<file path="src/rtl/key_debounce_pkg.sv">
// Shared definitions for the front-panel key conditioning blocks:
// FSM state encodings, default timing constants and a small sizing helper.
package key_debounce_pkg;

  // 20 ms, 1 s and 200 ms at 50 MHz.
  localparam int unsigned DEFAULT_DEBOUNCE_CYCLES = 1000000;
  localparam int unsigned DEFAULT_LONG_CYCLES     = 50000000;
  localparam int unsigned DEFAULT_REPEAT_CYCLES   = 10000000;

  localparam logic [2:0] ST_IDLE       = 3'd0;
  localparam logic [2:0] ST_PRESS_FILT = 3'd1;
  localparam logic [2:0] ST_PRESSED    = 3'd2;
  localparam logic [2:0] ST_HELD       = 3'd3;
  localparam logic [2:0] ST_REL_FILT   = 3'd4;

  typedef enum logic [2:0] {
    StIdle      = ST_IDLE,
    StPressFilt = ST_PRESS_FILT,
    StPressed   = ST_PRESSED,
    StHeld      = ST_HELD,
    StRelFilt   = ST_REL_FILT
  } state_e;

  function automatic int unsigned max3(input int unsigned a, input int unsigned b,
                                       input int unsigned c);
    int unsigned m;
    m = (a > b) ? a : b;
    return (m > c) ? m : c;
  endfunction

endpackage

</file>
<file path="src/rtl/key_debounce_if.sv">
// Button-side signal bundle: raw key in, debounced level and event pulses out.
interface key_debounce_if;

  logic key_in;
  logic key_out;
  logic press_pulse;
  logic release_pulse;
  logic long_pulse;
  logic repeat_pulse;

  // Driver of the raw key and consumer of the conditioned outputs.
  modport master (
    output key_in,
    input  key_out, press_pulse, release_pulse, long_pulse, repeat_pulse
  );

  // The debouncer itself.
  modport slave (
    input  key_in,
    output key_out, press_pulse, release_pulse, long_pulse, repeat_pulse
  );

endinterface

</file>
<file path="src/rtl/key_debounce_sync_2ff.sv">
// Two-flop synchroniser for a single asynchronous input, with a selectable reset level.
module key_debounce_sync_2ff #(
  parameter bit RESET_VAL = 1'b1
) (
  input  logic clk,
  input  logic rst_n,
  input  logic d,
  output logic q
);

  logic s1_q, s2_q;

  always_ff @(posedge clk or negedge rst_n) begin
    if (!rst_n) begin
      s1_q <= RESET_VAL;
      s2_q <= RESET_VAL;
    end else begin
      s1_q <= d;
      s2_q <= s1_q;
    end
  end

  assign q = s2_q;

endmodule

</file>
<file path="src/rtl/key_debounce.sv">
// Debounces an active-low button and generates press, release, long-press and
// auto-repeat pulses from the filtered level.
module key_debounce
  import key_debounce_pkg::*;
#(
  parameter int unsigned DEBOUNCE_CYCLES = DEFAULT_DEBOUNCE_CYCLES,
  parameter int unsigned LONG_CYCLES     = DEFAULT_LONG_CYCLES,
  parameter int unsigned REPEAT_CYCLES   = DEFAULT_REPEAT_CYCLES
) (
  input logic            clk,
  input logic            rst_n,
  key_debounce_if.slave  bus
);

  localparam int unsigned MaxCycles = max3(DEBOUNCE_CYCLES, LONG_CYCLES, REPEAT_CYCLES);
  localparam int unsigned CntW      = $clog2(MaxCycles);

  localparam logic [CntW-1:0] DbLast  = CntW'(DEBOUNCE_CYCLES - 1);
  localparam logic [CntW-1:0] LngLast = CntW'(LONG_CYCLES - 1);
  localparam logic [CntW-1:0] RepLast = CntW'(REPEAT_CYCLES - 1);

  logic key_sync;

  key_debounce_sync_2ff #(
    .RESET_VAL (1'b1)
  ) u_sync (
    .clk   (clk),
    .rst_n (rst_n),
    .d     (bus.key_in),
    .q     (key_sync)
  );

  state_e          state_q, state_d;
  logic [CntW-1:0] cnt_q, cnt_d;
  logic            held_q, held_d;
  logic            key_out_q, key_out_d;
  logic            press_q, press_d;
  logic            release_q, release_d;
  logic            long_q, long_d;
  logic            repeat_q, repeat_d;

  always_ff @(posedge clk or negedge rst_n) begin
    if (!rst_n) begin
      state_q   <= StIdle;
      cnt_q     <= '0;
      held_q    <= 1'b0;
      key_out_q <= 1'b1;
      press_q   <= 1'b0;
      release_q <= 1'b0;
      long_q    <= 1'b0;
      repeat_q  <= 1'b0;
    end else begin
      state_q   <= state_d;
      cnt_q     <= cnt_d;
      held_q    <= held_d;
      key_out_q <= key_out_d;
      press_q   <= press_d;
      release_q <= release_d;
      long_q    <= long_d;
      repeat_q  <= repeat_d;
    end
  end

  // In every state the input level is tested before the terminal count.
  always_comb begin
    state_d   = state_q;
    cnt_d     = cnt_q;
    held_d    = held_q;
    key_out_d = key_out_q;
    press_d   = 1'b0;
    release_d = 1'b0;
    long_d    = 1'b0;
    repeat_d  = 1'b0;

    unique case (state_q)
      StIdle: begin
        key_out_d = 1'b1;
        if (!key_sync) begin
          state_d = StPressFilt;
          cnt_d   = '0;
        end
      end
      StPressFilt: begin
        if (key_sync) begin
          state_d = StIdle;
        end else if (cnt_q == DbLast) begin
          state_d   = StPressed;
          key_out_d = 1'b0;
          press_d   = 1'b1;
          cnt_d     = '0;
          held_d    = 1'b0;
        end else begin
          cnt_d = cnt_q + CntW'(1);
        end
      end
      StPressed: begin
        if (key_sync) begin
          state_d = StRelFilt;
          cnt_d   = '0;
        end else if (cnt_q == LngLast) begin
          state_d = StHeld;
          long_d  = 1'b1;
          cnt_d   = '0;
          held_d  = 1'b1;
        end else begin
          cnt_d = cnt_q + CntW'(1);
        end
      end
      StHeld: begin
        if (key_sync) begin
          state_d = StRelFilt;
          cnt_d   = '0;
        end else if (cnt_q == RepLast) begin
          repeat_d = 1'b1;
          cnt_d    = '0;
        end else begin
          cnt_d = cnt_q + CntW'(1);
        end
      end
      StRelFilt: begin
        if (!key_sync) begin
          // Bounce during release: resume holding, timers restart from zero.
          state_d = held_q ? StHeld : StPressed;
          cnt_d   = '0;
        end else if (cnt_q == DbLast) begin
          state_d   = StIdle;
          key_out_d = 1'b1;
          release_d = 1'b1;
          held_d    = 1'b0;
        end else begin
          cnt_d = cnt_q + CntW'(1);
        end
      end
      default: begin
        state_d = StIdle;
        cnt_d   = '0;
      end
    endcase
  end

  assign bus.key_out       = key_out_q;
  assign bus.press_pulse   = press_q;
  assign bus.release_pulse = release_q;
  assign bus.long_pulse    = long_q;
  assign bus.repeat_pulse  = repeat_q;

endmodule

</file>
<file path="src/flat_wrapper.sv">
// flat-port wrapper written by rule: the top's interface ports become plain ports
module key_debounce_flat import key_debounce_pkg::*;
#(
  parameter int unsigned DEBOUNCE_CYCLES = DEFAULT_DEBOUNCE_CYCLES,
  parameter int unsigned LONG_CYCLES     = DEFAULT_LONG_CYCLES,
  parameter int unsigned REPEAT_CYCLES   = DEFAULT_REPEAT_CYCLES
)
  (clk, rst_n, bus_key_in, bus_key_out, bus_press_pulse, bus_release_pulse, bus_long_pulse, bus_repeat_pulse);
  key_debounce_if bus_i ();
  input logic clk;
  input logic rst_n;
  input wire logic [$bits(bus_i.key_in)-1:0] bus_key_in;
  output wire logic [$bits(bus_i.key_out)-1:0] bus_key_out;
  output wire logic [$bits(bus_i.press_pulse)-1:0] bus_press_pulse;
  output wire logic [$bits(bus_i.release_pulse)-1:0] bus_release_pulse;
  output wire logic [$bits(bus_i.long_pulse)-1:0] bus_long_pulse;
  output wire logic [$bits(bus_i.repeat_pulse)-1:0] bus_repeat_pulse;
  assign bus_i.key_in = bus_key_in;
  assign bus_key_out = bus_i.key_out;
  assign bus_press_pulse = bus_i.press_pulse;
  assign bus_release_pulse = bus_i.release_pulse;
  assign bus_long_pulse = bus_i.long_pulse;
  assign bus_repeat_pulse = bus_i.repeat_pulse;
  key_debounce #(.DEBOUNCE_CYCLES(DEBOUNCE_CYCLES), .LONG_CYCLES(LONG_CYCLES), .REPEAT_CYCLES(REPEAT_CYCLES)) u_core (.clk(clk), .rst_n(rst_n), .bus(bus_i));
endmodule
</file>
<file path="config.mk">
export PLATFORM = sky130hd
export DESIGN_NAME = key_debounce_flat
export DESIGN_NICKNAME = d
export VERILOG_FILES = /design/src/rtl/key_debounce_pkg.sv /design/src/rtl/key_debounce_if.sv /design/src/rtl/key_debounce_sync_2ff.sv /design/src/rtl/key_debounce.sv /design/src/flat_wrapper.sv
export SDC_FILE = /design/constraint.sdc
export NUM_CORES = 1
export LEC_CHECK = 0
export BUFFER_PORTS_ARGS = -buffer_cell sky130_fd_sc_hd__buf_2
export CAP_MARGIN = 25
export CORE_MARGIN = 5
export CORE_UTILIZATION = 38
export DETAILED_ROUTE_END_ITERATION = 10
export GPL_TIMING_DRIVEN = 0
export SLEW_MARGIN = 0
export SYNTH_ARGS = -nofsm -noshare
export SYNTH_HDL_FRONTEND = slang
export SYNTH_SLANG_ARGS = --single-unit
</file>
<file path="constraint.sdc">
create_clock -name clk -period 2.5 [get_ports clk]
set_input_delay 0 -clock clk [delete_from_list [all_inputs] [get_ports clk]]
set_output_delay 0 -clock clk [all_outputs]
set_load 0.1 [all_outputs]
</file>
# After elaboration in Yosys (flattened, before gate mapping)
# Index checks and enable logic that the tools add are counted.
[word_totals]
regBits = 37
input_bits = 3
[classes]
addsub = 1
n_eq_ne = 19
muxes = 42
reduce_logical = 7
[op_table]
columns = ["operator", "n"]
rows = [
  ["26-bit 2-to-1 mux", 9],
  ["26-bit one-hot mux with 5 select lines", 1],
  ["26-bit by 1-bit adder with 26-bit output, second input constant", 1],
  ["26-bit by 20-bit equality test with 1-bit output, second input constant", 1],
  ["26-bit by 24-bit equality test with 1-bit output, second input constant", 1],
  ["26-bit equality test, second input constant", 1],
  ["3-bit 2-to-1 mux", 8],
  ["1-bit 2-to-1 mux", 21],
  ["3-bit one-hot mux with 5 select lines", 1],
  ["5-bit AND reduction", 3],
  ["2-bit != test, second input constant", 5],
  ["3-bit by 2-bit != test with 1-bit output, second input constant", 3],
  ["3-bit by 2-bit equality test with 1-bit output, second input constant", 2],
  ["2-bit by 1-bit != test with 1-bit output, second input constant", 3],
  ["1-bit one-hot mux with 3 select lines", 2],
  ["3-bit nonzero test", 2],
  ["3-bit by 1-bit equality test with 1-bit output, second input constant", 1],
  ["3-bit equality test, second input constant", 1],
  ["3-bit logical NOT", 1],
  ["3-bit != test, second input constant", 1],
  ["3-bit AND reduction", 1],
]

# Logic depth before layout (Yosys ltp)
# Gate-level depths: netlist of the first run.
[depth]
depth_word = 4
mapped_depth = 9
depth_no_buf = 7

# By module
# From an unflattened synthesis of the first run, not the netlist that was laid out.
[hier_totals]
cells_unflattened = 224
area_unflattened_um2 = 2064.5
[by_module_without_submodules]
columns = ["module", "n_inst", "cells_each", "area_per_inst_um2"]
rows = [
  ["key_debounce", 1, 222, 2011.9],
  ["key_debounce_sync_2ff", 1, 2, 52.6],
]

# Least setup slack after synthesis of the first run
# OpenSTA, ideal clock, no wires.
[synth_timing]
path_kind = "reg-to-reg"
start = "reg u_core.cnt_q[0]"
end = "reg u_core.cnt_q[5]"
arrival_ps = 2400
setup_slack_ps = -19
path_stages_with_launch = 10
n_path_buf = 2
path_cell_list = "dfrtp_1 > ha_1 > nand3_1 > or2_2 > or4_4 > buf_6 > a311o_4 > nor2_4 > buf_6 > nor2_1"
[synth_between]
elab_chain_cells = 4
[synth_lines]
columns = ["item", "line_no", "source"]
rows = [
  ["from (decl)", "key_debounce.sv:34", "logic [CntW-1:0] cnt_q, cnt_d;"],
  ["from (signal assigned)", "key_debounce.sv:54", "cnt_q <= cnt_d;"],
  ["26-bit by 1-bit adder with 26-bit output, or another cell as far along", "-", ""],
  ["26-bit 2-to-1 mux (on tied branches) (2 in series)", "-", ""],
  ["26-bit one-hot mux with 5 select lines", "key_debounce.sv:75", "unique case (state_q)"],
]
# Parallel ways exist; a longest one is shown, timed or not. The select of a mux whose other input is x is not followed.
# A chain may end at the register's enable or synchronous reset.

# Final worst setup path of the first run
[layout_timing]
start = "reg u_core.cnt_q[10]"
end = "reg u_core.cnt_q[6]"
[layout_between]
elab_chain_cells = 4
[layout_lines]
columns = ["item", "line_no", "source"]
rows = [
  ["26-bit by 24-bit equality test with 1-bit output, or another cell as far along", "key_debounce.sv:113", "end else if (cnt_q == RepLast) begin"],
  ["26-bit 2-to-1 mux (on tied branches)", "key_debounce.sv:113, key_debounce.sv:86, key_debounce.sv:100", ""],
  ["26-bit 2-to-1 mux (on tied branches)", "key_debounce.sv:110, key_debounce.sv:84, key_debounce.sv:97", ""],
  ["26-bit one-hot mux with 5 select lines", "key_debounce.sv:75", ""],
]
# Parallel ways exist; a longest one is shown, timed or not. The select of a mux whose other input is x is not followed.

==> impl_metrics.env, run 1 <==
export IMPL_setup_viol=2
export IMPL_critPathLaunchType="flip-flop"
export IMPL_worstSetupEndpointType="flip-flop"
export IMPL_clk_latency_ns=0.28
export IMPL_status="complete, but fails checks"
export IMPL_rows=27
export IMPL_synth_seq_area_share=0.442
export IMPL_synth_top_cell_area_share=0.405
export IMPL_cts_root_buf="clkbuf_8"
export IMPL_timing_setup_tns_ns=-0.00986
export IMPL_utilization=0.483
export IMPL_viasPerCell=5.52
export IMPL_layout_nets=254
export IMPL_synth_distinct_cells=56
export IMPL_port_buffers=7
export IMPL_clk_pin_slew_ns=0.07
export IMPL_clock_fmax_mhz=399
export IMPL_r2r_setup_slack_ns=-0.007
export IMPL_clkPwrFrac=0.362
export IMPL_ys_ff_latch=37
export IMPL_p_comb_frac=0.084
export IMPL_cp_slowest_cell="or4_4"
export IMPL_layoutNonFillerInstCount=323
export IMPL_tritoncts_num_buffers=5
export IMPL_post_dp_hpwl_um=3280
export IMPL_diodes=0
export IMPL_crit_buf_inv=2
export IMPL_period_needed_ns=2.51
export IMPL_synth_edf_count=0
export IMPL_whs_path_depth=2
export IMPL_wl_um=5270
export IMPL_yosysMostFrequentCell="dfrtp_1"
export IMPL_syn2layout_area_growth_pct=25.0
export IMPL_setup_ws_ns=-0.00667
export IMPL_grt_pass1_wl_um=8810
export IMPL_synth_area_leaders="dfrtp_1, nor2_1, xor2_1"
export IMPL_placed_cells=298
export IMPL_grt_max_degree=38
export IMPL_syn_area_per_cell_sq_um=9.60
export IMPL_arrival_ns=2.66
export IMPL_crit_chain="buf_6 > or4b_1 > or4_4 > o22ai_4 > a21boi_4 > a311oi_4 > buf_6 > o31ai_2"
export IMPL_hold_violations=0
export IMPL_violations="negative setup slack"
export IMPL_gr_total_overflow=0
export IMPL_fin_area_sq_mm=0.00263
export IMPL_synthArstFlopShare=1.00
export IMPL_intPower_uw=842
export IMPL_grt_use_total=0.152
export IMPL_io_pins=8
export IMPL_slew_viol_final=0
export IMPL_rsz0062_at_grt="true"
export IMPL_critPathTopFamily="simple AND/OR/NAND/NOR gates"
export IMPL_worst_pin_slew_ns=0.850
export IMPL_required_ns=2.66
export IMPL_path_class="reg -> reg"
export IMPL_r2r_start="u_core.cnt_q[10]"
export IMPL_crit_path_max_incr_delay_ns=0.56
export IMPL_cp_num_cells=8
export IMPL_drtIter0Drc=129
export IMPL_ir_worst_vdd_uv=171
export IMPL_r2r_cells=8
export IMPL_drive_gt1_frac=0.307
export IMPL_synth_top_area_cell="dfrtp_1"
export IMPL_hold_class="in -> reg"
export IMPL_clock_path_buffers=2
export IMPL_maxSlewHeadroom=0.433
export IMPL_num_vias=1784
export IMPL_powerDensity_mw_per_mm2=426
export IMPL_synth_commonest_cells="dfrtp_1, nor2_1, nand2_1"
export IMPL_finalCritPeriodShare=1.00
export IMPL_initial_utilization=0.386
export IMPL_synth_ff_type="dfrtp_1"
export IMPL_die_area_sq_mm=0.00712
export IMPL_switching_share=0.248
export IMPL_startpoint="u_core.cnt_q[10]"
export IMPL_cts_htree_levels=2
export IMPL_drt_pass1_iterations=4
export IMPL_rr_endpoint="u_core.cnt_q[6]"
export IMPL_antenna_found_initial=0
export IMPL_place_congestion=0.913
export IMPL_grt_pass1_vias=1807
export IMPL_cpMostUsedCell="buf_6"
export IMPL_place_area_sq_mm=0.00223
export IMPL_worstHoldStart="bus_key_in"
export IMPL_p_leak_uw=0.00102
export IMPL_netlist_area_sq_mm=0.00210
export IMPL_p_sw_uw=277
export IMPL_fin_skew_ns=0.00409
export IMPL_seqPwrFrac=0.554
export IMPL_synth_nets=223
export IMPL_final_antenna_net_count=0
export IMPL_cts_sinks=37
export IMPL_drc=0
export IMPL_die_x_um=84.4
export IMPL_core_sq_mm=0.00544
export IMPL_crit_fanout=5
export IMPL_cts_tree="done"
export IMPL_wire_per_inst_um=16.3
export IMPL_die_h_um=84.4
export IMPL_synthCells=219
export IMPL_yosysWarnings=0
export IMPL_max_cap_violations=0
export IMPL_worstHoldEndpoint="u_core.u_sync.s1_q"
-- cell usage in the layout (no fill, tap or decap), types with 4 or more instances in the layout --
cell      netlist  layout
nor2_4          1       4
xnor2_1         4       4
nand3_1         7       6
nor3_1          5       5
and3_1          4       4
dfrtp_1        34      32
nor2_1         28      22
buf_6           3       6
nor2_2          3       6
clkbuf_8        0       5
nand2_1        19      18
a21oi_1         5       4
buf_4           0      11
o31ai_1         6       4
xor2_1         11      11
nand4_1        13      13
buf_2           1      10
o211ai_1        6       6
-- power groups by stage --
stage | registers, uW | clock network, uW | logic [uW]
3_3_place_gp | 628 | 0 | 59.3
3_5_place_dp | 628 | 0 | 59.9
2_1_floorplan | 626 | 0 | 35.2
5_1_grt | 620 | 447 | 105
6_report | 619 | 405 | 94.2
4_1_cts | 619 | 418 | 86.5
-- routing by layer --
metal  global-route usage  share of wire
met4               0.0518          0.014
met3               0.0343          0.044
met5                    0              0
met2                0.249           0.48
met1                0.199           0.47
-- worst max-delay path by stage --
stage | to
after floorplan | u_core.cnt_q[5]
after global placement | u_core.cnt_q[2]
after detailed placement | u_core.cnt_q[2]
after CTS | u_core.cnt_q[16]
after global routing | u_core.cnt_q[2]
final | u_core.cnt_q[6]
-- registers in the layout, indices dropped and copies added (netlist names) --
signal and flops:
u_core.cnt_q 26, u_core.u_sync.q 1, u_core.bus.press_pulse 1, u_core.bus.long_pulse 1, u_core.bus.key_out 1, u_core.bus.repeat_pulse 1, u_core.state_q 3, u_core.held_q 1
u_core.u_sync.s1_q 1, u_core.bus.release_pulse 1
-- metrics by stage --
step	setup WS [ns]	power (uW)	hold slack [ns]
floorplan	0.0138	662	-0.296
global placement	-0.303	687	0.106
detailed placement	-0.299	688	0.111
CTS	0.00234	1120	0.352
global route	-0.0631	1170	0.367
finish	-0.00667	1120	0.354
-- layout make-up --
class,instances,area [sq um]
fill,526,2810
multi-input combinational,169,1240
sequential,37,932
timing repair buffer,27,228
tap,72,90.1
clock buffer,6,72.6
buffer,7,43.8
inverter,3,11.3
clock inverter,2,10.0
-- kinds of logic (layout without fill, tap and decap cells) --
kind of cell,count (synthesis),count (layout),synth area share
adder cells (fa/ha/maj),1,1,0.00595
AND/OR/NAND/NOR,115,115,0.308
AO/OA/AOI/OAI,38,38,0.147
XOR/XNOR,15,15,0.0625
flip-flops,37,37,0.442
buffers and inverters,13,45,0.0345
-- what timing repair did --
action | in CTS | in global routing
pin swaps | 7 | 15
gates cloned | 1 | 1
endpoints found under the setup margin | 26 | 26
endpoints found under the hold margin | 35 | 0
hold buffers | 2 | 0
gates resized for setup | 15 | 24
setup buffers | 10 | 6
(Power assumes the default switching activity.)
==> run 2: changes to the inputs <==
BUFFER_PORTS_ARGS = unset   (was -buffer_cell sky130_fd_sc_hd__buf_2)
DONT_BUFFER_PORTS = 1   (was unset)
==> run 2 against run 1 <==
  * The run now ends clean
  * Register-to-register slack better by 0.07 ns
  * Setup slack better by 0.066 ns
  * Hold slack worse by 0.19 ns
  * Fmax is 2.7% higher
  * Highest routed layer unchanged
  * Flip-flop and latch count stayed put
  * Power is 1.7% higher
  * First-iteration DRC count is 29% lower
  * Routed wire length is 3.8% lower
  * Via count is 0.73% lower
  * Sequential power hardly changed
  * Largest cell class unchanged
  * Cell area is 3.7% lower
  * Clock skew is 0.0025 ns higher
  * Largest power group unchanged
  * Critical path type unchanged
==> impl_metrics.env, run 2 (synthesis results as in run 1) <==
export IMPL_fin_area_sq_mm=0.00253
export IMPL_wire_per_inst_um=16.2
export IMPL_grt_max_degree=38
export IMPL_p_leak_uw=0.000974
export IMPL_num_vias=1771
export IMPL_worst_pin_slew_ns=0.870
export IMPL_drt_pass1_iterations=4
export IMPL_grt_pass1_vias=1843
export IMPL_path_class="reg -> reg"
export IMPL_pre_cts_ws_ns=-0.327
export IMPL_cp_slowest_cell="or4b_1"
export IMPL_r2r_start="u_core.cnt_q[10]"
export IMPL_critPathTopFamily="simple AND/OR/NAND/NOR gates"
export IMPL_grt_pass1_wl_um=8800
export IMPL_tritoncts_num_buffers=5
export IMPL_cts_tree="done"
export IMPL_core_sq_mm=0.00544
export IMPL_crit_fanout=10
export IMPL_r2r_cells=8
export IMPL_required_ns=2.66
export IMPL_setup_viol=0
export IMPL_cpMostUsedCell="buf_6"
export IMPL_regMostFlops="u_core.cnt_q"
export IMPL_clock_fmax_mhz=410
export IMPL_die_x_um=84.4
export IMPL_diodes=0
export IMPL_crit_chain="buf_6 > or4b_1 > or4_4 > o22ai_4 > a21boi_4 > a311oi_4 > buf_6 > o31ai_1"
export IMPL_hold_violations=0
export IMPL_wl_um=5070
export IMPL_syn2layout_area_growth_pct=20.4
export IMPL_viasPerCell=5.66
export IMPL_clk_pin_slew_ns=0.08
export IMPL_arrival_ns=2.60
export IMPL_rows=27
export IMPL_initial_utilization=0.386
export IMPL_timing_setup_tns_ns=0
export IMPL_drive_gt1_frac=0.253
export IMPL_maxSlewHeadroom=0.421
export IMPL_startpoint="u_core.cnt_q[10]"
export IMPL_final_antenna_net_count=0
export IMPL_cts_htree_levels=2
export IMPL_place_congestion=0.901
export IMPL_utilization=0.465
export IMPL_layout_commonest_cell="dfrtp_1"
export IMPL_multi_input_area_sq_mm=0.00119
export IMPL_antenna_found_initial=0
export IMPL_grt_use_total=0.151
export IMPL_slew_viol_final=0
export IMPL_max_cap_violations=0
export IMPL_crit_path_max_incr_delay_ns=0.52
export IMPL_period_needed_ns=2.44
export IMPL_crit_buf_inv=2
export IMPL_finalCritPeriodShare=0.976
export IMPL_largest_register_ffs=26
export IMPL_worstSetupEndpointType="flip-flop"
export IMPL_fillCellCount=521
export IMPL_ir_worst_vdd_uv=176
export IMPL_hold_class="in -> async"
export IMPL_drc=0
export IMPL_layout_nets=244
export IMPL_die_area_sq_mm=0.00712
export IMPL_port_buffers=0
export IMPL_r2r_setup_slack_ns=0.06
export IMPL_powerDensity_mw_per_mm2=450
export IMPL_die_h_um=84.4
export IMPL_cts_sinks=37
export IMPL_status="completed"
export IMPL_io_pins=8
export IMPL_rr_endpoint="u_core.cnt_q[16]"
export IMPL_clock_path_buffers=2
export IMPL_gr_total_overflow=0
export IMPL_post_dp_hpwl_um=3370
export IMPL_place_area_sq_mm=0.00219
export IMPL_clk_latency_ns=0.28
export IMPL_critPathLaunchType="flip-flop"
export IMPL_fin_skew_ns=0.00662
export IMPL_largest_registers="u_core.cnt_q x26, u_core.state_q x3"
export IMPL_cts_root_buf="clkbuf_8"
export IMPL_layout_common_cells="dfrtp_1, nor2_1, nand2_1"
export IMPL_drtIter0Drc=92
export IMPL_setup_ws_ns=0.0591
export IMPL_seq_area_sq_um=935
export IMPL_rsz0062_at_grt="false"
## run 2: cell count changes in the layout (fill, tap and decap cells not counted), sizes merged
cell / change
buf: -11
clkbuf: +1
## run 2: worst max path at each step
stage | slack, ns | endpoint | cells after the start
finish | 0.06 | u_core.cnt_q[16] | 8
global route | 0.008 | u_core.cnt_q[22] | 8
CTS | 0.008 | u_core.cnt_q[22] | 8
detailed placement | -0.33 | u_core.cnt_q[2] | 9
global placement | -0.32 | u_core.cnt_q[2] | 9
floorplan | 0.01 | u_core.cnt_q[5] | 9
## run 2: what timing repair did
item | 4_1_cts | 5_1_grt
endpoints found under the setup margin | 26 | 26
buffers inserted | 10 | 3
gates cloned | 1 | 0
pin swaps | 6 | 6
hold endpoints to repair | 38 | 0
gates resized for setup | 12 | 15
hold buffers | 3 | 0
## run 2: layout make-up
| type | instances | area share |
|---|---|---|
| Buffer | 7 | 0.0168 |
| Inverter | 3 | 0.00445 |
| Sequential cell | 37 | 0.369 |
| Clock inverter | 2 | 0.00544 |
| Clock buffer | 6 | 0.0326 |
| Multi-Input combinational cell | 169 | 0.471 |
| Timing Repair Buffer | 17 | 0.0648 |
| Tap cell | 72 | 0.0356 |
## run 2: metal layers
layer | part of all wire | vias to the layer above | global-route usage
li1 | - | 845 | -
met1 | 0.48 | 887 | 0.204
met2 | 0.48 | 27 | 0.248
met3 | 0.022 | 12 | 0.0285
met4 | 0.017 | 0 | 0.0417
met5 | 0 | - | 0
## run 2: metrics by stage
step / hold WS, ns / total power (uW) / std cells
after global routing: 0.176 / 1200 / 313
final: 0.161 / 1140 / 313
after detailed placement: -0.294 / 675 / 291
after CTS: 0.173 / 1160 / 310
after floorplan: -0.296 / 662 / 219
after global placement: -0.294 / 674 / 291
## run 2: where the power goes
part,internal [uW],switching [uW]
Combinational,34.4,48.3
Clock,223,213
Sequential,608,9.69
## run 2: worst reg2reg max path, stage by stage, from the launching register on
cell	delay [ns]
dfrtp_1	0.38
buf_6	0.14
or4b_1	0.52
or4_4	0.46
o22ai_4	0.13
a21boi_4	0.12
a311oi_4	0.32
buf_6	0.16
o31ai_1	0.08
==> run 3: changes to the inputs <==
GPL_TIMING_DRIVEN = unset   (was 0)
RECOVER_POWER = 25   (was unset)
==> run 3 against run 2 <==
  * The run now ends with max-capacitance violations, max-slew violations left
  * Sequential power about the same
  * Clock skew grew 0.0013 ns
  * Critical path depth down 1
==> impl_metrics.env, run 3 (synthesis results as in run 1) <==
export IMPL_status="complete, but fails checks"
export IMPL_violations="max-capacitance violations, max-slew violations"
export IMPL_drtIter0Drc=148
export IMPL_maxSlewHeadroom=-0.0792
export IMPL_clk_pin_slew_ns=0.07
export IMPL_clk_latency_ns=0.29
export IMPL_drive_gt1_frac=0.220
export IMPL_finalCritPeriodShare=0.953
export IMPL_rsz0062_at_grt="false"
export IMPL_hold_class="in -> reg"
export IMPL_core_sq_mm=0.00544
export IMPL_syn2layout_area_growth_pct=18.9
export IMPL_ir_worst_vdd_uv=247
export IMPL_antenna_found_initial=0
export IMPL_cts_root_buf="clkbuf_8"
export IMPL_rows=27
export IMPL_fin_area_sq_mm=0.00250
export IMPL_p_comb_frac=0.060
export IMPL_die_x_um=84.4
export IMPL_arrival_ns=2.55
export IMPL_layout_common_cells="dfrtp_1, nor2_1, buf_4"
export IMPL_path_class="reg -> reg"
export IMPL_die_h_um=84.4
export IMPL_cts_sinks=37
export IMPL_num_vias=1727
export IMPL_worstSetupEndpointType="flip-flop"
export IMPL_wl_um=5120
export IMPL_worst_pin_slew_ns=1.62
export IMPL_grt_pass1_wl_um=9050
export IMPL_seqPwrFrac=0.502
export IMPL_final_antenna_net_count=0
export IMPL_drt_pass1_iterations=4
export IMPL_clock_fmax_mhz=420
export IMPL_max_cap_violations=1
export IMPL_crit_fanout=9
export IMPL_clock_path_buffers=2
export IMPL_place_congestion=0.872
export IMPL_tritoncts_num_buffers=5
export IMPL_grt_max_degree=38
export IMPL_post_dp_hpwl_um=3690
export IMPL_cts_tree="done"
export IMPL_diodes=0
export IMPL_viasPerCell=5.45
export IMPL_gr_total_overflow=0
export IMPL_cts_htree_levels=2
export IMPL_period_needed_ns=2.38
export IMPL_io_pins=8
export IMPL_hold_violations=0
export IMPL_largest_registers="u_core.cnt_q x26, u_core.state_q x3"
export IMPL_clkPwrFrac=0.439
export IMPL_switching_share=0.216
export IMPL_layout_commonest_cell="dfrtp_1"
export IMPL_port_buffers=0
export IMPL_initial_utilization=0.386
export IMPL_grt_pass1_vias=1748
export IMPL_p_leak_uw=0.00102
export IMPL_intPower_uw=963
export IMPL_die_area_sq_mm=0.00712
export IMPL_largest_register_ffs=26
export IMPL_critPathLaunchType="flip-flop"
export IMPL_setup_viol=0
export IMPL_powerDensity_mw_per_mm2=492
export IMPL_p_sw_uw=266
export IMPL_drc=0
export IMPL_fin_skew_ns=0.00794
export IMPL_regMostFlops="u_core.cnt_q"
export IMPL_place_area_sq_mm=0.00234
export IMPL_timing_setup_tns_ns=0
export IMPL_wire_per_inst_um=16.2
export IMPL_layout_nets=248
export IMPL_slew_viol_final=38
export IMPL_grt_use_total=0.158
export IMPL_required_ns=2.67
[run 3: cell types whose count changed in the layout (fill, tap and decap cells not counted), sizes merged]
| cell | delta |
|---|---|
| buf | +6 |
| clkbuf | -2 |
| clkinv | -2 |
| bufinv | +1 |
| dlymetal6s4s | +1 |
[run 3: per-layer routing]
layer | wire, um | part of all wire | global-route usage | up-vias
met5 | 0 | 0 | 0 | -
li1 | - | - | - | 857
met2 | 2310 | 0.45 | 0.231 | 39
met4 | 129 | 0.025 | 0.0633 | 0
met3 | 279 | 0.054 | 0.0393 | 11
met1 | 2400 | 0.47 | 0.225 | 820
[run 3: path summary, 6_finish.rpt]
path	start	endpoint	slack, ns	cells after the start
min in group asynchronous	rst_n	u_core.cnt_q[7]	0.77	2
setup reg to reg	u_core.cnt_q[10]	u_core.cnt_q[6]	0.12	7
hold reg to reg	u_core.u_sync.s1_q	u_core.u_sync.q	0.36	0
max in group asynchronous	rst_n	u_core.cnt_q[17]	0.79	2
setup / recovery	u_core.cnt_q[10]	u_core.cnt_q[6]	0.12	7
hold / removal	bus_key_in	u_core.u_sync.s1_q	0.26	1
[run 3: cell type report]
class                   instances  area (sq um)
well taps                      72          90.1
flip-flops and latches         37           930
clock buffers                   7          86.3
multi-input cells             169          1110
inverters                       3          11.3
repair buffers                 28           245
fillers                       541          2940
clock inverters                 1          30.0
[run 3: per-stage QoR]
step | worst slack [ns] | hold slack (ns) | util | total power [uW] | std cells
6_report | 0.117 | 0.257 | 0.459 | 1230 | 317
3_3_place_gp | 0.127 | -0.294 | 0.429 | 683 | 305
3_5_place_dp | 0.118 | -0.294 | 0.429 | 684 | 305
2_1_floorplan | 0.0138 | -0.296 | - | 662 | 219
5_1_grt | 0.00713 | 0.249 | 0.459 | 1290 | 317
4_1_cts | 0.0977 | 0.168 | 0.458 | 1240 | 316
[run 3: power by group through the flow]
stage	logic [uW]	registers [uW]	clock network (uW)
6_report	73.1	616	539
2_1_floorplan	35.2	626	0
3_3_place_gp	54.3	628	0
5_1_grt	82.9	618	589
4_1_cts	73.9	617	554
3_5_place_dp	55.1	629	0
[run 3: timing repair]
action | 4_1_cts | 5_1_grt
setup endpoints to repair | 0 | 7
setup buffers | 0 | 1
gates resized for setup | 0 | 1
hold buffers | 3 | 0
endpoints found under the hold margin | 38 | 0
[run 3: worst max-delay path, cell delays in order (launching register included)]
cell,delay [ns]
dfrtp_1,0.41
or4b_1,0.53
or4_4,0.52
o22ai_2,0.14
a21boi_2,0.10
a311oi_4,0.30
buf_12,0.17
o31ai_1,0.08
